## src/rtl/gfsk_demodulation_if.sv

```systemverilog
// gfsk_demodulation_if: I/Q sample input and demodulated bit output bundle for the GFSK demodulator.
interface gfsk_demodulation_if #(
  parameter int SAMPLE_PER_SYMBOL = 8,
  parameter int IQ_BIT_WIDTH = 8
);
  logic [$clog2(SAMPLE_PER_SYMBOL)-1:0] sample_phase;
  logic signed [IQ_BIT_WIDTH-1:0] i_in;
  logic signed [IQ_BIT_WIDTH-1:0] q_in;
  logic iq_valid;
  logic iq_valid_last;
  logic iq_ready;
  logic signed [2*IQ_BIT_WIDTH:0] disc_out;
  logic disc_valid;
  logic phy_bit;
  logic bit_valid;
  logic bit_valid_last;
  modport master (
    output sample_phase, i_in, q_in, iq_valid, iq_valid_last,
    input iq_ready, disc_out, disc_valid, phy_bit, bit_valid, bit_valid_last
  );
  modport slave (
    input sample_phase, i_in, q_in, iq_valid, iq_valid_last,
    output iq_ready, disc_out, disc_valid, phy_bit, bit_valid, bit_valid_last
  );
endinterface

```

## src/rtl/gfsk_demodulation.sv

```systemverilog
// gfsk_demodulation: delay-conjugate FM discriminator with per-symbol slicer and one-bit hold,
// so the final bit of a burst can be flagged with bit_valid_last.
module gfsk_demodulation #(
  parameter int SAMPLE_PER_SYMBOL = 8,
  parameter int IQ_BIT_WIDTH = 8
) (
  input logic clk,
  input logic rst_n,
  gfsk_demodulation_if.slave bus
);
  localparam int CW = $clog2(SAMPLE_PER_SYMBOL);
  localparam int W = IQ_BIT_WIDTH;
  typedef enum logic [1:0] {IDLE, ACTIVE, DRAIN, FLUSH} state_t;
  state_t state_q, state_d;
  logic rdy_q, rdy_d;
  logic [CW-1:0] cnt_q, cnt_d, phase_q, phase_d, idx0_q, idx0_d, idx1_q, idx1_d, idx2_q, idx2_d;
  logic signed [W-1:0] ci_q, ci_d, cq_q, cq_d, pi_q, pi_d, pq_q, pq_d;
  logic v0_q, v0_d, l0_q, l0_d, v1_q, v1_d, l1_q, l1_d, v2_q, v2_d, l2_q, l2_d;
  logic signed [2*W-1:0] p1_q, p1_d, p2_q, p2_d;
  logic signed [2*W:0] disc_q, disc_d;
  logic pend_q, pend_d, pv_q, pv_d, bit_q, bit_d, bv_q, bv_d, bl_q, bl_d;
  logic acc, dec, start;
  always_comb begin
    acc = bus.iq_valid && rdy_q;
    start = state_q == IDLE;
    dec = v2_q && (idx2_q == phase_q);
    state_d = state_q;
    rdy_d = rdy_q;
    cnt_d = cnt_q;
    phase_d = phase_q;
    ci_d = ci_q;
    cq_d = cq_q;
    pi_d = pi_q;
    pq_d = pq_q;
    idx0_d = idx0_q;
    v0_d = acc;
    l0_d = bus.iq_valid_last;
    v1_d = v0_q;
    l1_d = l0_q;
    idx1_d = idx0_q;
    p1_d = pi_q * cq_q;
    p2_d = pq_q * ci_q;
    v2_d = v1_q;
    l2_d = l1_q;
    idx2_d = idx1_q;
    disc_d = {p1_q[2*W-1], p1_q} - {p2_q[2*W-1], p2_q};
    pend_d = pend_q;
    pv_d = pv_q;
    bit_d = bit_q;
    bv_d = 1'b0;
    bl_d = 1'b0;
    if (acc) begin
      ci_d = bus.i_in;
      cq_d = bus.q_in;
      pi_d = start ? '0 : ci_q;
      pq_d = start ? '0 : cq_q;
      idx0_d = start ? '0 : cnt_q;
      cnt_d = idx0_d + 1'b1;
      phase_d = start ? bus.sample_phase : phase_q;
      state_d = bus.iq_valid_last ? DRAIN : ACTIVE;
      rdy_d = !bus.iq_valid_last;
    end
    // the previous symbol's bit leaves only when the next decision proves it is not the last
    if (dec) begin
      bit_d = pv_q ? pend_q : bit_q;
      bv_d = pv_q;
      pend_d = !disc_q[2*W] && |disc_q;
      pv_d = 1'b1;
    end
    if (state_q == DRAIN && v2_q && l2_q) state_d = FLUSH;
    if (state_q == FLUSH) begin
      state_d = IDLE;
      rdy_d = 1'b1;
      bit_d = pv_q ? pend_q : bit_q;
      bv_d = pv_q;
      bl_d = pv_q;
      pv_d = 1'b0;
    end
  end
  always_ff @(posedge clk or negedge rst_n) begin
    if (!rst_n) begin
      state_q <= IDLE;
      rdy_q <= 1'b1;
      cnt_q <= '0;
      phase_q <= '0;
      ci_q <= '0;
      cq_q <= '0;
      pi_q <= '0;
      pq_q <= '0;
      idx0_q <= '0;
      idx1_q <= '0;
      idx2_q <= '0;
      v0_q <= 1'b0;
      l0_q <= 1'b0;
      v1_q <= 1'b0;
      l1_q <= 1'b0;
      v2_q <= 1'b0;
      l2_q <= 1'b0;
      p1_q <= '0;
      p2_q <= '0;
      disc_q <= '0;
      pend_q <= 1'b0;
      pv_q <= 1'b0;
      bit_q <= 1'b0;
      bv_q <= 1'b0;
      bl_q <= 1'b0;
    end else begin
      state_q <= state_d;
      rdy_q <= rdy_d;
      cnt_q <= cnt_d;
      phase_q <= phase_d;
      ci_q <= ci_d;
      cq_q <= cq_d;
      pi_q <= pi_d;
      pq_q <= pq_d;
      idx0_q <= idx0_d;
      idx1_q <= idx1_d;
      idx2_q <= idx2_d;
      v0_q <= v0_d;
      l0_q <= l0_d;
      v1_q <= v1_d;
      l1_q <= l1_d;
      v2_q <= v2_d;
      l2_q <= l2_d;
      p1_q <= p1_d;
      p2_q <= p2_d;
      disc_q <= disc_d;
      pend_q <= pend_d;
      pv_q <= pv_d;
      bit_q <= bit_d;
      bv_q <= bv_d;
      bl_q <= bl_d;
    end
  end
  assign bus.iq_ready = rdy_q;
  assign bus.disc_out = disc_q;
  assign bus.disc_valid = v2_q;
  assign bus.phy_bit = bit_q;
  assign bus.bit_valid = bv_q;
  assign bus.bit_valid_last = bl_q;
endmodule

```

## src/flat_wrapper.sv

```systemverilog
// flat-port wrapper written by rule: the top's interface ports become plain ports
module gfsk_demodulation_flat 
#(
  parameter int SAMPLE_PER_SYMBOL = 8,
  parameter int IQ_BIT_WIDTH = 8
)
  (clk, rst_n, bus_sample_phase, bus_i_in, bus_q_in, bus_iq_valid, bus_iq_valid_last, bus_iq_ready, bus_disc_out, bus_disc_valid, bus_phy_bit, bus_bit_valid, bus_bit_valid_last);
  gfsk_demodulation_if #(.SAMPLE_PER_SYMBOL(SAMPLE_PER_SYMBOL), .IQ_BIT_WIDTH(IQ_BIT_WIDTH)) bus_i ();
  input logic clk;
  input logic rst_n;
  input wire logic [$bits(bus_i.sample_phase)-1:0] bus_sample_phase;
  input wire logic [$bits(bus_i.i_in)-1:0] bus_i_in;
  input wire logic [$bits(bus_i.q_in)-1:0] bus_q_in;
  input wire logic [$bits(bus_i.iq_valid)-1:0] bus_iq_valid;
  input wire logic [$bits(bus_i.iq_valid_last)-1:0] bus_iq_valid_last;
  output wire logic [$bits(bus_i.iq_ready)-1:0] bus_iq_ready;
  output wire logic [$bits(bus_i.disc_out)-1:0] bus_disc_out;
  output wire logic [$bits(bus_i.disc_valid)-1:0] bus_disc_valid;
  output wire logic [$bits(bus_i.phy_bit)-1:0] bus_phy_bit;
  output wire logic [$bits(bus_i.bit_valid)-1:0] bus_bit_valid;
  output wire logic [$bits(bus_i.bit_valid_last)-1:0] bus_bit_valid_last;
  assign bus_i.sample_phase = bus_sample_phase;
  assign bus_i.i_in = bus_i_in;
  assign bus_i.q_in = bus_q_in;
  assign bus_i.iq_valid = bus_iq_valid;
  assign bus_i.iq_valid_last = bus_iq_valid_last;
  assign bus_iq_ready = bus_i.iq_ready;
  assign bus_disc_out = bus_i.disc_out;
  assign bus_disc_valid = bus_i.disc_valid;
  assign bus_phy_bit = bus_i.phy_bit;
  assign bus_bit_valid = bus_i.bit_valid;
  assign bus_bit_valid_last = bus_i.bit_valid_last;
  gfsk_demodulation #(.SAMPLE_PER_SYMBOL(SAMPLE_PER_SYMBOL), .IQ_BIT_WIDTH(IQ_BIT_WIDTH)) u_core (.clk(clk), .rst_n(rst_n), .bus(bus_i));
endmodule
```

## config.mk

```make
export PLATFORM = sky130hd
export DESIGN_NAME = gfsk_demodulation_flat
export DESIGN_NICKNAME = d
export VERILOG_FILES = /design/src/rtl/gfsk_demodulation_if.sv /design/src/rtl/gfsk_demodulation.sv /design/src/flat_wrapper.sv
export SDC_FILE = /design/constraint.sdc
export NUM_CORES = 1
export LEC_CHECK = 0
export BUFFER_PORTS_ARGS = -buffer_cell sky130_fd_sc_hd__clkbuf_2
export CAP_MARGIN = 20
export CORE_AREA = 4 4 150 152
export CTS_CLUSTER_DIAMETER = 100
export DETAILED_ROUTE_END_ITERATION = 16
export DIE_AREA = 0 0 154 156
export HOLD_SLACK_MARGIN = 0.15
export PLACE_DENSITY_LB_ADDON = 0.25
export REMOVE_ABC_BUFFERS = 1
export SLEW_MARGIN = 10
export SYNTH_ARGS = -nofsm -noshare
export SYNTH_HDL_FRONTEND = slang
export SYNTH_SLANG_ARGS = --single-unit
```

## constraint.sdc

```tcl
create_clock -name clk -period 6 [get_ports clk]
set_input_delay 1.2 -clock clk [delete_from_list [all_inputs] [get_ports clk]]
set_output_delay 1.2 -clock clk [all_outputs]
set_load 0.02 [all_outputs]
```

* After elaboration in Yosys (flattened, before gate mapping)
Index checks and enable logic that the tools add are counted.
** Word-level totals
- Register bits :: 110
- Latch bits :: 0
- Bits in writable memories :: 0
- Memory bits (read-only) :: 0
- Output and inout bits :: 22
- Memories kept :: 0
** Cells by class
- Add/sub/neg operators :: 2
- Multipliers :: 2
- Divide/modulo/power cells :: 0
- Magnitude comparators :: 0
- Equal/unequal tests :: 3
- Shift operators :: 0
- Muxes and demuxes :: 17
- Bitwise operators :: 0
- Reductions and logical operators :: 13
** Operators by type and width (number)
- $mul 8x8->16 :: 2
- $reduce_or 17->1 :: 1
- $sub 16x16->17 :: 1
- $mux 8 :: 2
- $mux 1 :: 10
- $mux 2 :: 4
- $logic_and 1x1->1 :: 5
- $eq 2x2->1 const B :: 2
- $reduce_bool 2->1 :: 2
- $add 3x1->3 const B :: 1
- $eq 3x3->1 :: 1
- $mux 3 :: 1
- $reduce_bool 3->1 :: 1
- $logic_not 1->1 :: 2
- $logic_not 2->1 :: 1
- $reduce_and 2->1 :: 1

* Longest topological paths before layout
Gate-level depths: netlist of run 1.
- Depth after elaboration :: 5
- Mapped depth :: 16
- Mapped depth without buffers :: 15

* Worst setup path before layout of run 1
No wires, ideal clock.
- Path type :: register -> register
- Start :: register u_core.ci_q[7]
- End :: register u_core.p2_q[13]
- Setup time :: 80 ps
- Arrival time :: 4046 ps
- Slack :: 1874 ps
- Cell stages (with the launch flop) :: 15
- Clock period less this slack :: 4126 ps
- Cells stage by stage :: dfrtp_1 -> clkbuf_1 -> nor2b_1 -> fa_1 -> fa_1 -> fa_1 -> inv_1 -> fa_1 -> inv_1 -> ha_1 -> a21o_1 -> nand2b_1 -> a31o_2 -> a21oi_1 -> xnor2_1
** Between the ends
- Cells in the longest elaborated chain, start to end :: 1
** RTL lines
- start, declared :: RTL line gfsk_demodulation.sv:17 : logic signed [W-1:0] ci_q, ci_d, cq_q, cq_d, pi_q, pi_d, pq_q, pq_d;
- start signal, assigned :: RTL line gfsk_demodulation.sv:112 : ci_q <= ci_d;
- $mul 8x8->16 :: RTL line gfsk_demodulation.sv:42 : p2_d = pq_q * ci_q;
- via u_core.p2_d[13] :: RTL line gfsk_demodulation.sv:19 : logic signed [2*W-1:0] p1_q, p1_d, p2_q, p2_d;
- end signal, assigned :: RTL line gfsk_demodulation.sv:126 : p2_q <= p2_d;
- end, declared :: RTL line gfsk_demodulation.sv:19
The timed path passes the listed nets, and every way through them passes these cells.
A chain may end at the register's enable or synchronous reset.

* Final worst setup path of run 1
- Start :: register u_core.ci_q[2]
- End :: register u_core.p2_q[14]
The elaborated chain is that of the path after synthesis.

==> results of run 1 <==
-- cell usage after synthesis (3+ instances only) --
| library cell | instances | area [µm²] |
|---|---|---|
| sky130_fd_sc_hd__fa_1 | 111 | 2220 |
| sky130_fd_sc_hd__a211oi_1 | 7 | 52.6 |
| sky130_fd_sc_hd__dfrtp_1 | 109 | 2730 |
| sky130_fd_sc_hd__nand3_1 | 5 | 25.0 |
| sky130_fd_sc_hd__nand2_1 | 95 | 357 |
| sky130_fd_sc_hd__nor2b_1 | 23 | 144 |
| sky130_fd_sc_hd__nor2_1 | 23 | 86.3 |
| sky130_fd_sc_hd__and3_1 | 5 | 31.3 |
| sky130_fd_sc_hd__clkbuf_1 | 18 | 67.6 |
| sky130_fd_sc_hd__nand2b_1 | 4 | 25.0 |
| sky130_fd_sc_hd__ha_1 | 75 | 938 |
| sky130_fd_sc_hd__xnor2_1 | 45 | 394 |
| sky130_fd_sc_hd__nor4_1 | 6 | 37.5 |
| sky130_fd_sc_hd__o21a_1 | 9 | 67.6 |
| sky130_fd_sc_hd__a21o_1 | 10 | 75.1 |
| sky130_fd_sc_hd__a22o_1 | 19 | 166 |
| sky130_fd_sc_hd__and2_1 | 87 | 544 |
| sky130_fd_sc_hd__nor3_1 | 3 | 15.0 |
| sky130_fd_sc_hd__o211ai_1 | 4 | 30.0 |
| sky130_fd_sc_hd__mux2_2 | 8 | 90.1 |
| sky130_fd_sc_hd__inv_1 | 187 | 702 |
| sky130_fd_sc_hd__xor2_1 | 5 | 43.8 |
| sky130_fd_sc_hd__o21ai_0 | 16 | 80.1 |
| sky130_fd_sc_hd__a31oi_1 | 3 | 18.8 |
| sky130_fd_sc_hd__a21oi_1 | 25 | 125 |
-- flip-flops by register name, indices dropped and copies added (netlist names), 2 cells and up --
| signal | cells |
|---|---|
| u_core.idx0_q | 3 |
| u_core.pi_q | 8 |
| u_core.idx2_q | 3 |
| u_core.p2_q | 16 |
| u_core.ci_q | 8 |
| u_core.cq_q | 8 |
| u_core.cnt_q | 3 |
| u_core.p1_q | 16 |
| u_core.state_q | 2 |
| u_core.phase_q | 3 |
| u_core.bus.disc_out | 17 |
| u_core.pq_q | 8 |
| u_core.idx1_q | 3 |
-- area by class of cell --
cell class | count | area [µm²] | share of cell area [%]
Timing Repair Buffer | 46 | 238 | 2.33
Clock buffer | 9 | 225 | 2.21
Clock inverter | 7 | 96.3 | 0.944
Tap cell | 275 | 344 | 3.37
Sequential cell | 110 | 2750 | 27.0
Multi-Input combinational cell | 615 | 5850 | 57.3
Inverter | 187 | 702 | 6.88
-- routing by layer --
layer	track usage, %	part of all wire [%]	vias to the layer above
met4	3.95	1.7	0
met1	23.8	51	2841
li1	-	-	2987
met3	2.30	3.6	12
met5	0	0	-
met2	24.0	43	90
-- how the worst min path moves through the flow --
stage | from | endpoint | slack (ns)
finish | u_core.l1_q | u_core.l2_q | 0.35
global route | u_core.idx1_q[0] | u_core.idx2_q[0] | 0.36
CTS | u_core.idx1_q[2] | u_core.idx2_q[2] | 0.36
detailed placement | u_core.idx1_q[2] | u_core.idx2_q[2] | 0.33
global placement | u_core.v1_q | u_core.bus.disc_valid | 0.33
floorplan | u_core.v1_q | u_core.bus.disc_valid | 0.33
-- power by group through the flow --
stage	sequential [µW]	combinational [µW]	clock, µW
final	742	21.6	622
after global routing	742	26.3	674
after CTS	742	23.4	645
after detailed placement	757	23.2	0
after global placement	757	23.2	0
after floorplan	757	0.292	0
-- metrics by stage --
step           hold slack (ns)  total power [µW]
2_1_floorplan            0.331               757
3_3_place_gp             0.332               780
3_5_place_dp             0.335               780
4_1_cts                  0.356              1410
5_1_grt                  0.364              1440
6_report                 0.354              1390
-- worst max-delay path, stage by stage, from the launching register on --
cell,delay [ns]
sky130_fd_sc_hd__dfrtp_1,0.57
sky130_fd_sc_hd__nand2_1,0.21
sky130_fd_sc_hd__fa_1,0.66
sky130_fd_sc_hd__fa_1,0.53
sky130_fd_sc_hd__inv_1,0.05
sky130_fd_sc_hd__fa_1,0.52
sky130_fd_sc_hd__inv_1,0.05
sky130_fd_sc_hd__fa_1,0.53
sky130_fd_sc_hd__inv_1,0.05
sky130_fd_sc_hd__ha_1,0.36
sky130_fd_sc_hd__nand2_1,0.07
sky130_fd_sc_hd__a211oi_1,0.32
sky130_fd_sc_hd__o221ai_1,0.20
sky130_fd_sc_hd__xnor2_1,0.16
-- logic make-up after synthesis --
logic type | count (synthesis) | synth area share (%)
AOI/OAI and AO/OA | 112 | 8.79
buffers and inverters | 207 | 8.34
DFF | 110 | 29.4
adders and majority gates | 186 | 33.7
xor gates and xnor gates | 50 | 4.67
muxes | 10 | 1.17
and+or+nand+nor | 257 | 14.0
==> results.txt, run 1 <==
----------------------------------------------------
[Run status]
  Run status ... complete, no violations

[Route]
  Routed Wire Length ... 17600 µm
  Violation count after the first detailed-route iteration ... 249
  1st-pass router iterations ... 4
  Detailed-route DRC error count ... 0
  Via count normalized by instance count ... 4.75
  Routed len/inst ... 14.1 µm
  Vias post-DR ... 5930
  Detail Route Antenna Nets ... 0

[GRT]
  Via count of the first global-routing pass ... 6218
  Wire length of the first global-routing pass ... 30900 µm
  Pin count of the biggest net entering global routing ... 71
  Gr usage total ... 15.7%
  Antenna violations before repair ... 0
  Remaining global-route overflow ... 0

[Cells and area]
  Highest-count cells in the layout ignoring fill and taps ... sky130_fd_sc_hd__inv_1 (187), sky130_fd_sc_hd__fa_1 (111), sky130_fd_sc_hd__dfrtp_1 (109), sky130_fd_sc_hd__nand2_1 (95), sky130_fd_sc_hd__and2_1 (87)
  Filler Cells Inserted ... 1990
  Layout net count ... 1178
  Final core area utilization ... 48.5%
  Final cell area excluding filler cells ... 0.0102 mm²
  Most common cell after layout, fill and taps aside ... sky130_fd_sc_hd__inv_1
  Non-filler cells, final ... 1249
  Share of cells above drive strength 1 ... 8.32%
  Number of antenna repair diodes ... 0
  Area delta synth->final ... 8.80%

[STA]
  PnR worst setup slack ... 1.58 ns
  Final worst path period need ... 4.42 ns
  RSZ-0062 raised after global routing ... no
  Relative slew margins ... 40.2%
  Post-Route Skew ... 0.0136 ns
  Number of slew-limit violations in the final report ... 0
  Sum of negative setup slack ... 0 ns
  Pin slew with the least headroom to its limit ... 0.895 ns
  Fraction of the cycle the final worst path needs ... 73.6%
  Hold Violations, Final ... 0
  # setup viols final ... 0
  Top achievable clock speed ... 226 MHz

[Synthesis]
  Number of distinct standard cells referenced by the synthesized netlist ... 49
  Gate count after technology mapping ... 932
  Warning count from the yosys run ... 0
  Synthesized flop and latch total ... 110
  Number of synthesized flops with an enable pin ... 0
  Top flip-flop cell by instance count after synthesis ... sky130_fd_sc_hd__dfrtp_1
  Synthesized cell area ... 0.00938 mm²
  Seq/Total Area, Yosys ... 29.4%
  Syn Area/Cell ... 10.1 µm²
  Fraction of synthesis flops using an asynchronous set or reset pin ... 100%

[Power]
  Clock share of power ... 44.9%
  Net Sw Frac ... 24.0%
  Fraction of power consumed by combinational cells ... 1.6%
  Switching component of the power ... 332 µW
  Total power divided by cell area ... 136 mW/mm²
  VDD IR max ... 0.125 mV
  Static leakage power ... 0.00544 µW
  Proportion of power drawn by flip-flops and latches ... 53.6%
  Cell-internal power ... 1050 µW

[Place]
  Placement Cell Area ... 0.00988 mm²
  Pre-CTS setup slack ... 1.59 ns
  Global placer's final weighted congestion ... 0.825
  Final HPWL DP ... 14400 µm
  Input/output buffers ... 44
  Number of instances in the placed design ... 1233

[Worst setup path]
  Worst setup path endpoint ... u_core.p2_q[14]
  CP Max Fanout ... 10
  Launch point of the worst path ... u_core.ci_q[2]
  Signal arrival time at the worst endpoint ... 4.65 ns
  Setup slack, reg-to-reg ... 1.58 ns
  Logic depth of the worst register-to-register path ... 13
  Worst r2r dst ... u_core.p2_q[14]
  Critical path start-end classification ... flip-flop to flip-flop
  Type of element capturing the critical path ... flip-flop
  R2R Path Start ... u_core.ci_q[2]
  Worst Setup Start Kind ... flip-flop
  Required time at the worst-slack endpoint ... 6.23 ns

[Worst hold path]
  Kind of path behind the tightest hold check ... flip-flop to flip-flop
  Worst Hold Depth ... 0

[Floorplan]
  Vertical die dimension ... 156 µm
  Area of the core ... 0.0210 mm²
  Die area ... 0.0240 mm²
  Number of top-level pins ... 45
  Total number of placement rows ... 53
  Die Width ... 154 µm
  Starting density of the core ... 44.6%

[Clocking]
  Maximum buffer depth of the clock tree ... 2
  Cell chosen for the clock root ... sky130_fd_sc_hd__clkbuf_16
  Clock network latency to the later pin of the worst-skew pair ... 0.36 ns
  Clock Sink Count ... 110
  Hold buffer count at cts ... 0
  Number of post-CTS setup repair buffers ... 0
  Total number of H-tree levels ... 3
  Register clock-pin slew on the reported worst setup and hold paths ... 0.09 ns
  TritonCTS clock tree ... done
  Inserted Clock Buffers ... 9
  Number of gates given a new drive strength after cts ... 0

[Run]
  Number of maximum-capacitance constraint violations ... 0

----------------------------------------------------
No activity file was read; power rests on OpenSTA's default activity.
==> run 2: changes to the inputs <==
==> constraint.sdc (replaced) <==
create_clock -name clk -period 4.3 [get_ports clk]
set_input_delay 0.86 -clock clk [delete_from_list [all_inputs] [get_ports clk]]
set_output_delay 0.86 -clock clk [all_outputs]
set_load 0.02 [all_outputs]
==> run 2 against run 1 <==
Sequential share of layout area is 0.89 points lower; non-clock buffer count rose by 44; critical path type unchanged; final area rose by 3.9%.
==> results.txt, run 2 (synthesis gave the netlist of run 1 again) <==
----------------------------------------------------
[Floorplan]
  Starting density of the core ... 44.6%
  Total number of placement rows ... 53
  Area of the core ... 0.0210 mm²
  Number of top-level pins ... 45
  Vertical die dimension ... 156 µm
  Die Width ... 154 µm
  Die area ... 0.0240 mm²

[GRT]
  Via count of the first global-routing pass ... 6346
  Remaining global-route overflow ... 0
  Wire length of the first global-routing pass ... 31600 µm
  Gr usage total ... 16.1%
  Pin count of the biggest net entering global routing ... 78
  Antenna violations before repair ... 0

[STA]
  Post-Route Skew ... 0.0115 ns
  Fraction of the cycle the final worst path needs ... 96.6%
  Number of slew-limit violations in the final report ... 0
  Hold Violations, Final ... 0
  # setup viols final ... 0
  Pin slew with the least headroom to its limit ... 0.957 ns
  Relative slew margins ... 36.2%
  Sum of negative setup slack ... 0 ns
  Top achievable clock speed ... 241 MHz
  Final worst path period need ... 4.15 ns

[Power]
  Clock share of power ... 44.7%
  Static leakage power ... 0.00566 µW
  Cell-internal power ... 1470 µW
  Switching component of the power ... 463 µW
  Fraction of power consumed by combinational cells ... 1.6%
  VDD IR max ... 0.166 mV
  Proportion of power drawn by flip-flops and latches ... 53.6%
  Net Sw Frac ... 24.0%
  Total power divided by cell area ... 182 mW/mm²

[Route]
  Detailed-route DRC error count ... 0
  1st-pass router iterations ... 4
  Violation count after the first detailed-route iteration ... 232
  Detail Route Antenna Nets ... 0
  Routed Wire Length ... 18200 µm
  Routed len/inst ... 14.1 µm
  Via count normalized by instance count ... 4.82
  Vias post-DR ... 6228

[Cells and area]
  Area taken by multi-input logic gates ... 0.00591 mm²
  Layout net count ... 1222
  Sequential cell area ... 0.00277 mm²
  Non-filler cells, final ... 1293
  Highest-count cells in the layout ignoring fill and taps ... sky130_fd_sc_hd__inv_1 (185), sky130_fd_sc_hd__fa_1 (111), sky130_fd_sc_hd__dfrtp_1 (99), sky130_fd_sc_hd__nand2_1 (94), sky130_fd_sc_hd__and2_1 (86)
  Number of flip-flops under the largest register name ... 17
  Final cell area excluding filler cells ... 0.0106 mm²
  Final core area utilization ... 50.4%
  Filler Cells Inserted ... 1953
  Area delta synth->final ... 13.0%
  Most common cell after layout, fill and taps aside ... sky130_fd_sc_hd__inv_1
  Share of cells above drive strength 1 ... 14.4%
  Number of antenna repair diodes ... 0

[Clocking]
  Register clock-pin slew on the reported worst setup and hold paths ... 0.09 ns
  Maximum buffer depth of the clock tree ... 2
  TritonCTS clock tree ... done
  Total number of H-tree levels ... 3
  Cell chosen for the clock root ... sky130_fd_sc_hd__clkbuf_16
  Hold buffer count at cts ... 0
  Clock Sink Count ... 110
  Inserted Clock Buffers ... 9
  Clock network latency to the later pin of the worst-skew pair ... 0.36 ns

[Worst setup path]
  Required time at the worst-slack endpoint ... 4.59 ns
  Launch point of the worst path ... u_core.pi_q[6]
  Type of element capturing the critical path ... flip-flop
  Critical path start-end classification ... flip-flop to flip-flop
  CP Max Fanout ... 6
  R2R Path Start ... u_core.pi_q[6]
  Signal arrival time at the worst endpoint ... 4.44 ns
  Worst Setup Start Kind ... flip-flop

[Run status]
  Run status ... complete, no violations

[Worst hold path]
  Kind of path behind the tightest hold check ... flip-flop to flip-flop
  Start point of the worst min-delay path ... u_core.v1_q

[Place]
  Input/output buffers ... 44
  Placement Cell Area ... 0.0101 mm²
  Number of instances in the placed design ... 1264
  Final HPWL DP ... 14800 µm
  Global placer's final weighted congestion ... 0.837

[Run]
  Number of maximum-capacitance constraint violations ... 0

----------------------------------------------------
-- run 2: cell types whose count changed in the layout (fill, tap and decap cells not counted), sizes merged --
cell / previous run / this run
inv: 191 / 192
clkinv: 3 / 2
buf: 3 / 47
-- run 2: cell type report --
cell class,count,area share (%)
clock buffer,9,2.12
clock inverter,7,0.838
inverter,187,6.62
multi-input combinational,615,55.7
sequential,110,26.1
tap,275,3.25
timing repair buffer,90,5.36
-- run 2: path summary, 6_finish.rpt --
path / cells after the start / to / slack, ns
max: 14 / u_core.p1_q[13] / 0.15
min: 0 / u_core.bus.disc_valid / 0.35
max reg2reg: 14 / u_core.p1_q[13] / 0.15
min reg2reg: 0 / u_core.bus.disc_valid / 0.35
max in group asynchronous: 2 / u_core.pi_q[6] / 2.79
min in group asynchronous: 1 / u_core.bus.disc_out[8] / 0.65
-- run 2: repair_timing --
| item | CTS | global route |
|---|---|---|
| resized for setup | 0 | 27 |
| buffers inserted | 0 | 13 |
| endpoints found under the setup margin | 0 | 7 |
| hold endpoints to repair | 0 | 0 |
-- run 2: worst max-delay path, stage by stage, from the launching register on --
cell and delay, ns:
sky130_fd_sc_hd__dfrtp_2 0.45, sky130_fd_sc_hd__buf_4 0.16, sky130_fd_sc_hd__and2_1 0.15, sky130_fd_sc_hd__fa_1 0.51, sky130_fd_sc_hd__fa_1 0.52, sky130_fd_sc_hd__fa_1 0.49
sky130_fd_sc_hd__inv_1 0.05, sky130_fd_sc_hd__fa_1 0.47, sky130_fd_sc_hd__inv_1 0.04, sky130_fd_sc_hd__ha_1 0.32, sky130_fd_sc_hd__a21o_1 0.20, sky130_fd_sc_hd__nand2b_1 0.17
sky130_fd_sc_hd__a31o_2 0.25, sky130_fd_sc_hd__a21oi_1 0.18, sky130_fd_sc_hd__xnor2_1 0.14
-- run 2: metal layers --
metal	GRT usage (%)	up-vias	routed length [µm]
met4	3.32	0	198
met2	25.7	90	8430
li1	-	3060	-
met1	23.5	3066	8950
met3	2.44	12	592
met5	0	-	0
-- run 2: through the flow --
stage	hold slack, ns	setup WS [ns]	total power (µW)
floorplan	0.331	0.270	1060
global placement	0.332	0.127	1090
detailed placement	0.336	0.0120	1090
CTS	0.352	0.0115	1960
global route	0.365	-0.0126	2010
finish	0.349	0.147	1930
-- run 2: power groups by stage --
stage                     clock network (µW)  logic [µW]  registers [µW]
final                                    864        31.4            1040
after global routing                     939        38.2            1040
after CTS                                894        33.5            1040
after detailed placement                   0        33.4            1060
after global placement                     0        33.1            1060
after floorplan                            0       0.407            1060
==> run 3: changes to the inputs <==
==> constraint.sdc (replaced) <==
create_clock -name clk -period 4.3 [get_ports clk]
set_input_delay 0.215 -clock clk [delete_from_list [all_inputs] [get_ports clk]]
set_output_delay 0.215 -clock clk [all_outputs]
set_load 0.02 [all_outputs]
==> run 3 against run 2 <==
Setup slack gained 0.0039 ns; non-clock buffer count rose by 11; power increased by 1.9%; fmax is essentially flat; critical endpoint is now u_core.p2_q[15]; highest routed layer unchanged.
==> results.txt, run 3 (synthesis gave the netlist of run 1 again) <==
----------------------------------------------------
[Cells and area]
  Area taken by multi-input logic gates ... 0.00592 mm²
  Number of antenna repair diodes ... 0
  Layout net count ... 1233
  Most common cell after layout, fill and taps aside ... sky130_fd_sc_hd__inv_1
  Share of cells above drive strength 1 ... 13.6%
  Number of flip-flops under the largest register name ... 17
  Final core area utilization ... 51.2%
  Sequential cell area ... 0.00277 mm²
  Final cell area excluding filler cells ... 0.0108 mm²
  Filler Cells Inserted ... 1912
  Highest-count cells in the layout ignoring fill and taps ... sky130_fd_sc_hd__inv_1 (185), sky130_fd_sc_hd__fa_1 (110), sky130_fd_sc_hd__dfrtp_1 (99), sky130_fd_sc_hd__nand2_1 (94), sky130_fd_sc_hd__and2_1 (87)
  Area delta synth->final ... 14.9%

[Route]
  Routed len/inst ... 14.1 µm
  Violation count after the first detailed-route iteration ... 243
  1st-pass router iterations ... 4
  Detailed-route DRC error count ... 0
  Via count normalized by instance count ... 4.76
  Vias post-DR ... 6213
  Detail Route Antenna Nets ... 0
  Routed Wire Length ... 18400 µm

[GRT]
  Remaining global-route overflow ... 0
  Antenna violations before repair ... 0
  Gr usage total ... 16.4%
  Pin count of the biggest net entering global routing ... 76
  Via count of the first global-routing pass ... 6359
  Wire length of the first global-routing pass ... 31900 µm

[Worst setup path]
  CP Max Fanout ... 7
  Signal arrival time at the worst endpoint ... 4.38 ns
  Type of element capturing the critical path ... flip-flop
  Critical path start-end classification ... flip-flop to flip-flop
  Worst Setup Start Kind ... flip-flop
  Required time at the worst-slack endpoint ... 4.53 ns

[STA]
  Pin slew with the least headroom to its limit ... 0.917 ns
  WHS ... 0.354 ns
  Number of slew-limit violations in the final report ... 0
  Relative slew margins ... 38.9%
  Hold Violations, Final ... 0
  Top achievable clock speed ... 241 MHz
  Fraction of the cycle the final worst path needs ... 96.5%
  Final worst path period need ... 4.15 ns
  Sum of negative setup slack ... 0 ns
  Post-Route Skew ... 0.0135 ns
  # setup viols final ... 0

[Power]
  Overall power ... 1970 µW
  Static leakage power ... 0.00570 µW
  Total power divided by cell area ... 183 mW/mm²
  VDD IR max ... 0.162 mV

[Floorplan]
  Area of the core ... 0.0210 mm²
  Vertical die dimension ... 156 µm
  Starting density of the core ... 44.6%
  Die Width ... 154 µm
  Total number of placement rows ... 53
  Die area ... 0.0240 mm²
  Number of top-level pins ... 45

[Clocking]
  TritonCTS clock tree ... done
  Register clock-pin slew on the reported worst setup and hold paths ... 0.09 ns
  Inserted Clock Buffers ... 9
  Clock Sink Count ... 110
  Clock network latency to the later pin of the worst-skew pair ... 0.37 ns
  Cell chosen for the clock root ... sky130_fd_sc_hd__clkbuf_16
  Maximum buffer depth of the clock tree ... 2
  Total number of H-tree levels ... 3

[Place]
  Final HPWL DP ... 15100 µm
  Input/output buffers ... 44
  Global placer's final weighted congestion ... 0.847
  Placement Cell Area ... 0.0101 mm²

[Worst hold path]
  Kind of path behind the tightest hold check ... flip-flop to flip-flop

[Run]
  Number of maximum-capacitance constraint violations ... 0

[Run status]
  Run status ... complete, no violations

----------------------------------------------------
==> run 3: cell count changes in the layout (fill, tap and decap cells not counted), moves of 2 or more <==
cell,before,now
sky130_fd_sc_hd__ha_2,0,2
sky130_fd_sc_hd__ha_1,73,71
sky130_fd_sc_hd__dlygate4sd3_1,0,22
sky130_fd_sc_hd__buf_4,47,35
==> run 3: worst max-delay path, stage by stage (launching register included) <==
cell and delay [ns]:
sky130_fd_sc_hd__dfrtp_2 0.45, sky130_fd_sc_hd__buf_4 0.16, sky130_fd_sc_hd__and2_1 0.17, sky130_fd_sc_hd__fa_1 0.51, sky130_fd_sc_hd__inv_1 0.05, sky130_fd_sc_hd__fa_1 0.50
sky130_fd_sc_hd__inv_1 0.05, sky130_fd_sc_hd__fa_1 0.53, sky130_fd_sc_hd__inv_1 0.06, sky130_fd_sc_hd__fa_1 0.53, sky130_fd_sc_hd__inv_1 0.05, sky130_fd_sc_hd__ha_1 0.22
sky130_fd_sc_hd__a21o_1 0.18, sky130_fd_sc_hd__a211oi_1 0.30, sky130_fd_sc_hd__a21oi_2 0.12, sky130_fd_sc_hd__xnor2_2 0.15
==> run 3: per-stage QoR <==
stage,setup slack [ns],cells
final,0.151,1304
after CTS,0.0166,1297
after global placement,0.107,1259
after global routing,-0.0317,1304
after detailed placement,0.0479,1259
after floorplan,0.270,912
==> run 3: layer usage <==
| metal | vias up | routed length, µm | part of all wire, % | track usage (%) |
|---|---|---|---|---|
| li1 | 3077 | - | - | - |
| met1 | 3015 | 8850 | 48 | 23.4 |
| met2 | 102 | 8670 | 47 | 26.4 |
| met3 | 19 | 613 | 3.3 | 2.36 |
| met4 | 0 | 287 | 1.6 | 4.33 |
| met5 | - | 0 | 0 | 0 |
==> run 3: area by class of cell <==
class / instances / area share, %
Clock buffer: 9 / 2.09
Clock inverter: 7 / 0.871
Inverter: 187 / 6.52
Multi-Input combinational cell: 615 / 55.0
Sequential cell: 110 / 25.7
Tap cell: 275 / 3.19
Timing Repair Buffer: 101 / 6.67
==> run 3: path summary, 6_finish.rpt <==
kind / slack, ns / cells after the start / from / endpoint
min in group asynchronous: 0.51 / 2 / rst_n / u_core.p2_q[13]
worst max register to register: 0.15 / 15 / u_core.pq_q[5] / u_core.p2_q[15]
worst max-delay path: 0.15 / 15 / u_core.pq_q[5] / u_core.p2_q[15]
max in group asynchronous: 2.70 / 3 / rst_n / u_core.pq_q[7]
worst min register to register: 0.35 / 0 / u_core.l1_q / u_core.l2_q
worst min-delay path: 0.35 / 0 / u_core.l1_q / u_core.l2_q
==> run 3: what timing repair did <==
action | CTS | global route
setup endpoints to repair | 0 | 8
gates resized for setup | 0 | 31
endpoints found under the hold margin | 94 | 0
buffers inserted | 0 | 7
hold buffers | 22 | 0
==> run 3: where the power goes <==
group	switching [µW]	leakage (µW)	internal, µW	total [µW]
Sequential	0.407	0.00151	1030	1040
Combinational	24.9	0.00404	21.0	45.9
Clock	461	0.000154	425	886
Total	486	0.00570	1480	1970
